==> config.mk <==
export PLATFORM = sky130hd
export DESIGN_NAME = ascon_block_feeder_flat
export DESIGN_NICKNAME = d
export VERILOG_FILES = /design/src/rtl/ascon_block_feeder_pkg.sv /design/src/rtl/ascon_block_feeder_if.sv /design/src/rtl/ascon_block_feeder_pad_word.sv /design/src/rtl/ascon_block_feeder.sv /design/src/flat_wrapper.sv
export SDC_FILE = /design/constraint.sdc
export NUM_CORES = 1
export LEC_CHECK = 0
export BUFFER_PORTS_ARGS = -buffer_cell sky130_fd_sc_hd__buf_2
export CAP_MARGIN = 20
export CORE_ASPECT_RATIO = 0.6
export CORE_MARGIN = 1.5
export CORE_UTILIZATION = 45
export DETAILED_ROUTE_END_ITERATION = 12
export GPL_TIMING_DRIVEN = 0
export PLACE_DENSITY = 0.71
export SETUP_SLACK_MARGIN = 0.02
export SLEW_MARGIN = 20
export SYNTH_ARGS = -nofsm -noshare
export SYNTH_HDL_FRONTEND = slang
export SYNTH_HIERARCHICAL = 1
export SYNTH_SLANG_ARGS = --single-unit
==> constraint.sdc <==
create_clock -name clock_i -period 1.9 [get_ports clock_i]
set_input_delay 0 -clock clock_i [delete_from_list [all_inputs] [get_ports clock_i]]
set_output_delay 0 -clock clock_i [all_outputs]
set_load 0.05 [all_outputs]
==> src/rtl/ascon_block_feeder_pkg.sv <==
// Shared types and constants for the ASCON rate-block feeder.
// Imported by the interface, pad helper and top.
package ascon_block_feeder_pkg;

  typedef enum logic [2:0] {
    S_IDLE,
    S_FILL_HI,
    S_FILL_LO,
    S_PRESENT,
    S_PAD,
    S_DONE
  } feeder_state_t;

  localparam logic [7:0]  PAD_BYTE  = 8'h80;
  localparam logic [63:0] PAD_BLOCK = 64'h80000000_00000000;

  // Out-of-range byte counts behave as a full word.
  function automatic logic [2:0] eff_nbytes(input logic [2:0] n);
    return (n >= 3'd1 && n <= 3'd3) ? n : 3'd4;
  endfunction

endpackage

==> src/rtl/ascon_block_feeder_if.sv <==
// Host word handshake between the host and the block feeder.
// Host drives words as master, the feeder is the slave.
interface ascon_block_feeder_if;
  logic [31:0] word_i;
  logic        word_valid_i;
  logic        word_last_i;
  logic [2:0]  word_nbytes_i;
  logic        word_ready_o;

  modport master (
    output word_i,
    output word_valid_i,
    output word_last_i,
    output word_nbytes_i,
    input  word_ready_o
  );

  modport slave (
    input  word_i,
    input  word_valid_i,
    input  word_last_i,
    input  word_nbytes_i,
    output word_ready_o
  );
endinterface

==> src/rtl/ascon_block_feeder_pad_word.sv <==
// ASCON 10* padding of one 32-bit word holding nbytes valid bytes.
// o_full flags a full word, where the pad byte spills past it.
module ascon_pad_word
  import ascon_block_feeder_pkg::*;
(
  input  logic [31:0] i_word,
  input  logic [2:0]  i_nbytes,
  output logic [31:0] o_word,
  output logic        o_full
);

  logic [2:0] w_n;

  always_comb begin
    w_n    = eff_nbytes(i_nbytes);
    o_full = (w_n == 3'd4);
    o_word = i_word;
    unique case (1'b1)
      (w_n == 3'd1): o_word = {i_word[31:24], PAD_BYTE, 16'h0};
      (w_n == 3'd2): o_word = {i_word[31:16], PAD_BYTE, 8'h0};
      (w_n == 3'd3): o_word = {i_word[31:8], PAD_BYTE};
      default:       o_word = i_word;
    endcase
  end

endmodule

==> src/rtl/ascon_block_feeder.sv <==
// Packs host words into padded 64-bit ASCON rate blocks
// and hands them to the control FSM with a valid/ack pair.
module ascon_block_feeder
  import ascon_block_feeder_pkg::*;
#(
  parameter int IDX_W = 3
) (
  input  logic             clock_i,
  input  logic             reset_i,
  input  logic             start_i,
  ascon_block_feeder_if.slave host,
  output logic [63:0]      block_o,
  output logic             data_valid_o,
  input  logic             data_ack_i,
  output logic             ad_o,
  output logic [IDX_W-1:0] block_idx_o,
  output logic             all_sent_o
);

  feeder_state_t    r_state;
  feeder_state_t    w_next;
  logic [63:0]      r_block;
  logic             r_ad;
  logic [IDX_W-1:0] r_idx;
  logic             r_pad_pending;
  logic             r_seg_end;

  logic        w_ready;
  logic        w_accept;
  logic        w_ack;
  logic [31:0] w_pad_word;
  logic        w_full;

  ascon_pad_word u_pad (
    .i_word   (host.word_i),
    .i_nbytes (host.word_nbytes_i),
    .o_word   (w_pad_word),
    .o_full   (w_full)
  );

  assign w_accept = host.word_valid_i & w_ready;
  assign w_ack    = data_ack_i & (r_state == S_PRESENT);

  always_ff @(posedge clock_i) begin
    if (reset_i) r_state <= S_IDLE;
    else         r_state <= w_next;
  end

  always_comb begin
    w_next = r_state;
    if (start_i) begin
      w_next = S_FILL_HI;
    end else begin
      unique case (r_state)
        S_IDLE: w_next = S_IDLE;
        S_FILL_HI:
          if (w_accept)
            w_next = host.word_last_i ? S_PRESENT : S_FILL_LO;
        S_FILL_LO:
          if (w_accept) w_next = S_PRESENT;
        S_PRESENT:
          if (w_ack) begin
            if (r_pad_pending)           w_next = S_PAD;
            else if (r_seg_end && !r_ad) w_next = S_DONE;
            else                         w_next = S_FILL_HI;
          end
        S_PAD:  w_next = S_PRESENT;
        S_DONE: w_next = S_DONE;
        default: w_next = S_IDLE;
      endcase
    end
  end

  always_comb begin
    w_ready      = 1'b0;
    data_valid_o = 1'b0;
    all_sent_o   = 1'b0;
    unique case (r_state)
      S_FILL_HI: w_ready      = 1'b1;
      S_FILL_LO: w_ready      = 1'b1;
      S_PRESENT: data_valid_o = 1'b1;
      S_DONE:    all_sent_o   = 1'b1;
      default: ;
    endcase
  end

  assign host.word_ready_o = w_ready;

  // Block, index and segment flags; start_i wipes a partial block.
  always_ff @(posedge clock_i) begin
    if (reset_i) begin
      r_block       <= '0;
      r_ad          <= 1'b0;
      r_idx         <= '0;
      r_pad_pending <= 1'b0;
      r_seg_end     <= 1'b0;
    end else if (start_i) begin
      r_block       <= '0;
      r_ad          <= 1'b1;
      r_idx         <= '0;
      r_pad_pending <= 1'b0;
      r_seg_end     <= 1'b0;
    end else begin
      unique case (r_state)
        S_FILL_HI:
          if (w_accept) begin
            if (host.word_last_i) begin
              r_seg_end <= 1'b1;
              r_block <= {w_pad_word,
                          w_full ? {PAD_BYTE, 24'h0} : 32'h0};
            end else begin
              r_block[63:32] <= host.word_i;
            end
          end
        S_FILL_LO:
          if (w_accept) begin
            if (host.word_last_i) begin
              r_seg_end      <= 1'b1;
              r_pad_pending  <= w_full;
              r_block[31:0]  <= w_pad_word;
            end else begin
              r_block[31:0]  <= host.word_i;
            end
          end
        S_PRESENT:
          if (w_ack) begin
            if (r_idx != '1) r_idx <= r_idx + IDX_W'(1);
            if (!r_pad_pending && r_seg_end && r_ad) begin
              r_ad      <= 1'b0;
              r_seg_end <= 1'b0;
            end
          end
        S_PAD: begin
          r_block       <= PAD_BLOCK;
          r_pad_pending <= 1'b0;
        end
        default: ;
      endcase
    end
  end

  assign block_o     = r_block;
  assign ad_o        = r_ad;
  assign block_idx_o = r_idx;

endmodule
==> src/flat_wrapper.sv <==
// flat-port wrapper written by rule: the top's interface ports become plain ports
module ascon_block_feeder_flat import ascon_block_feeder_pkg::*;
#(
  parameter int IDX_W = 3
)
  (clock_i, reset_i, start_i, block_o, data_valid_o, data_ack_i, ad_o, block_idx_o, all_sent_o, host_word_i, host_word_valid_i, host_word_last_i, host_word_nbytes_i, host_word_ready_o);
  ascon_block_feeder_if host_i ();
  input  logic clock_i;
  input  logic reset_i;
  input  logic start_i;
  output logic [63:0] block_o;
  output logic data_valid_o;
  input  logic data_ack_i;
  output logic ad_o;
  output logic [IDX_W-1:0] block_idx_o;
  output logic all_sent_o;
  input wire logic [$bits(host_i.word_i)-1:0] host_word_i;
  input wire logic [$bits(host_i.word_valid_i)-1:0] host_word_valid_i;
  input wire logic [$bits(host_i.word_last_i)-1:0] host_word_last_i;
  input wire logic [$bits(host_i.word_nbytes_i)-1:0] host_word_nbytes_i;
  output wire logic [$bits(host_i.word_ready_o)-1:0] host_word_ready_o;
  assign host_i.word_i = host_word_i;
  assign host_i.word_valid_i = host_word_valid_i;
  assign host_i.word_last_i = host_word_last_i;
  assign host_i.word_nbytes_i = host_word_nbytes_i;
  assign host_word_ready_o = host_i.word_ready_o;
  ascon_block_feeder #(.IDX_W(IDX_W)) u_core (.clock_i(clock_i), .reset_i(reset_i), .start_i(start_i), .host(host_i), .block_o(block_o), .data_valid_o(data_valid_o), .data_ack_i(data_ack_i), .ad_o(ad_o), .block_idx_o(block_idx_o), .all_sent_o(all_sent_o));
endmodule
==> results_dict.tcl <==
set metrics [dict create \
    status "complete, no violations" \
    wl_um 10500 \
    io_pins 112 \
    area_growth_pct 26.5 \
    post_drt_wl_per_cell_um 16.4 \
    grt_usage_pct 24.2 \
    dr.pass1.iters 5 \
    netlist_instances 402 \
    antenna_found_initial 0 \
    fin_cells 637 \
    fmax_mhz 574 \
    die_w_um 120 \
    cts_inserted_buffers 9 \
    core-area_mm2 0.00791 \
    vias 3444 \
    drtIter0Drc 261 \
    crit_path_end_kind "flop" \
    rsz0062_at_grt "true" \
    port_buffers 109 \
    antenna_left 0 \
    clk_path_buf_depth 2 \
    setup-tns-final_ns 0 \
    gp_congestion 0.876 \
    finalSetupViolCount 0 \
    worstMarginPinSlew_ns 0.777 \
    met1_usage_pct 35.8 \
    clock_latency_ns 0.33 \
    final_core_util_pct 59.2 \
    synth_ff_type "dfxtp_1" \
    worstPathRequired_ns 2.16 \
    ys_top_cells_by_area "dfxtp_1 (39%), mux2_2 (6.1%), nand3_2 (5.1%)" \
    async_flop_share_pct 0 \
    dieArea_mm2 0.00880 \
    met2_usage_pct 35.1 \
    synth_edf_count 0 \
    grt_pass1_wl_um 16300 \
    postSynthAreaPerCell_um2 9.21 \
    pwr_density_cell_mw_per_mm2 784 \
    final_net_count 567 \
    row_count 25 \
    period_minus_slack_ns 1.74 \
    drc 0 \
    synth_fp_nets 445 \
    grt_pass1_vias 3166 \
    fin_crit_sh_pct 91.8 \
    skew_ns 0.00528 \
    leakagePower_nw 1.93 \
    ys_warn_count 6 \
    ys_seq_elements 73 \
    cp_max_fo 10 \
    antenna_cells 0 \
    hold_viol 0 \
    slew_viol_final 0 \
    overflow 0 \
    min_path_type "in2reg" \
    cts_tree "built" \
    place_inst 619 \
    synth_seq_area_share_pct 39.5 \
    h-tree-depth 3 \
    syn_area_mm2 0.00370 \
    yosys.area.top_type "dfxtp_1" \
    drive_above_1_share_pct 40.8 \
    cap_violations 0 \
    use_met3_pct 6.13 \
    initial_core_util_pct 46.8 \
    clk_pin_slew_ns 0.06 \
    fp.dieH_um 73.3 \
    grt_most_used_layer "met1" \
    place_hpwl_um 7740 \
    grt_max_degree 12 \
    ir_worst_vdd_uv 397 \
    yosysUniqueCellTypes 50 \
    start_kind "flop" \
    arrival_ns 2.01 \
    clockRootBuffer "clkbuf_16" \
    worstSetupPathType "reg2reg" \
    post_cts.repair.setup_buffers 0 \
    relSlewSlack_pct 48.2 \
    viasPerCell 5.41 \
    cts.sinks 73 \
    yosysTopAreaCellShare_pct 39.5 \
]
[stage by stage]
stage	instance area [um^2]	hold slack, ns	setup slack, ns	power (mW)
floorplan	3700	0.0724	0.175	1.96
global placement	4380	0.243	0.135	2.11
detailed placement	4380	0.245	0.0970	2.12
CTS	4680	0.0409	0.0793	3.69
global route	4680	0.0531	0.0199	3.81
finish	4680	0.0541	0.157	3.67
[worst paths after layout]
path | from | endpoint | slack (ns) | depth (start not counted)
min reg2reg | u_core/block_o[22] | u_core/block_o[22] | 0.45 | 2
min | host_word_i[16] | u_core/block_o[48] | 0.05 | 3
max | u_core/r_state[1] | u_core/block_o[23] | 0.16 | 5
max reg2reg | u_core/r_state[1] | u_core/block_o[23] | 0.16 | 5
[worst max-delay path: stages (launching register included)]
cell     delay (ns)
dfxtp_1        0.45
nor3b_4        0.42
a221o_2        0.34
buf_6          0.21
nand3_2        0.10
a21oi_2        0.14
[cell usage after synthesis, types with 10 or more instances]
cell type,instances
nand3_2,19
dfxtp_1,73
a21oi_2,17
mux2_2,20
clkbuf_1,12
nor2b_1,10
buf_4,10
buf_2,13
a211oi_1,13
mux2i_1,14
a21oi_1,19
nand2_1,33
nor2_1,41
a22oi_1,20
nand3b_1,13
[placed cells by master (no fill, tap or decap), types with 9 or more instances in the layout]
master,instances
nand2_1,33
a21oi_2,17
mux2_2,20
nand3b_1,13
clkbuf_16,9
buf_4,10
mux2i_1,14
nand3_2,19
dfxtp_1,73
buf_2,122
a211oi_1,13
a22oi_1,20
nor2_1,41
a21oi_1,19
clkbuf_1,13
nor2b_1,10
[area by class of cell]
type                    count  area, um^2
fillers                   753        3230
multi-input cells         282        1990
flip-flops and latches     73        1460
repair buffers            111         566
clock buffers              14         264
plain buffers              40         229
well taps                 108         135
inverters                   7        26.3
clock inverters             2        12.5
[registers in the layout, indices dropped and copies added (netlist names)]
signal	count
u_core/r_pad_pending	1
u_core/block_idx_o	3
u_core/ad_o	1
u_core/r_seg_end	1
u_core/r_state	3
u_core/block_o	64
[kinds of logic (layout without fill, tap and decap cells)]
group	Yosys count	count (layout)	share of synthesized area, %
adder cells (fa/ha/maj)	2	2	0.676
AND/OR/NAND/NOR	145	145	22.9
AO/OA/AOI/OAI	98	98	19.3
buffers and inverters	47	174	6.83
multiplexers	34	34	9.87
XOR/XNOR	3	3	0.913
flip-flops	73	73	39.5
[report_power, final]
group          switching (mW)  leakage [nW]  internal, mW  total (mW)
Combinational           0.337          1.20         0.192       0.529
Sequential             0.0139         0.590          1.55        1.57
Clock                   0.622         0.133         0.954        1.58
Total                   0.972          1.93          2.70        3.67
[metal layers]
layer	share of wire [%]	up-vias
met4	0.80	0
met2	42	151
met1	49	1636
met5	0	-
met3	8.3	9
li1	-	1648
[repair_timing]
action,4_1_cts,5_1_grt
hold buffers,2,0
endpoints found under the setup margin,0,16
hold endpoints to repair,2,0
gates resized for setup,0,4
No activity file was read; power rests on OpenSTA's default activity.
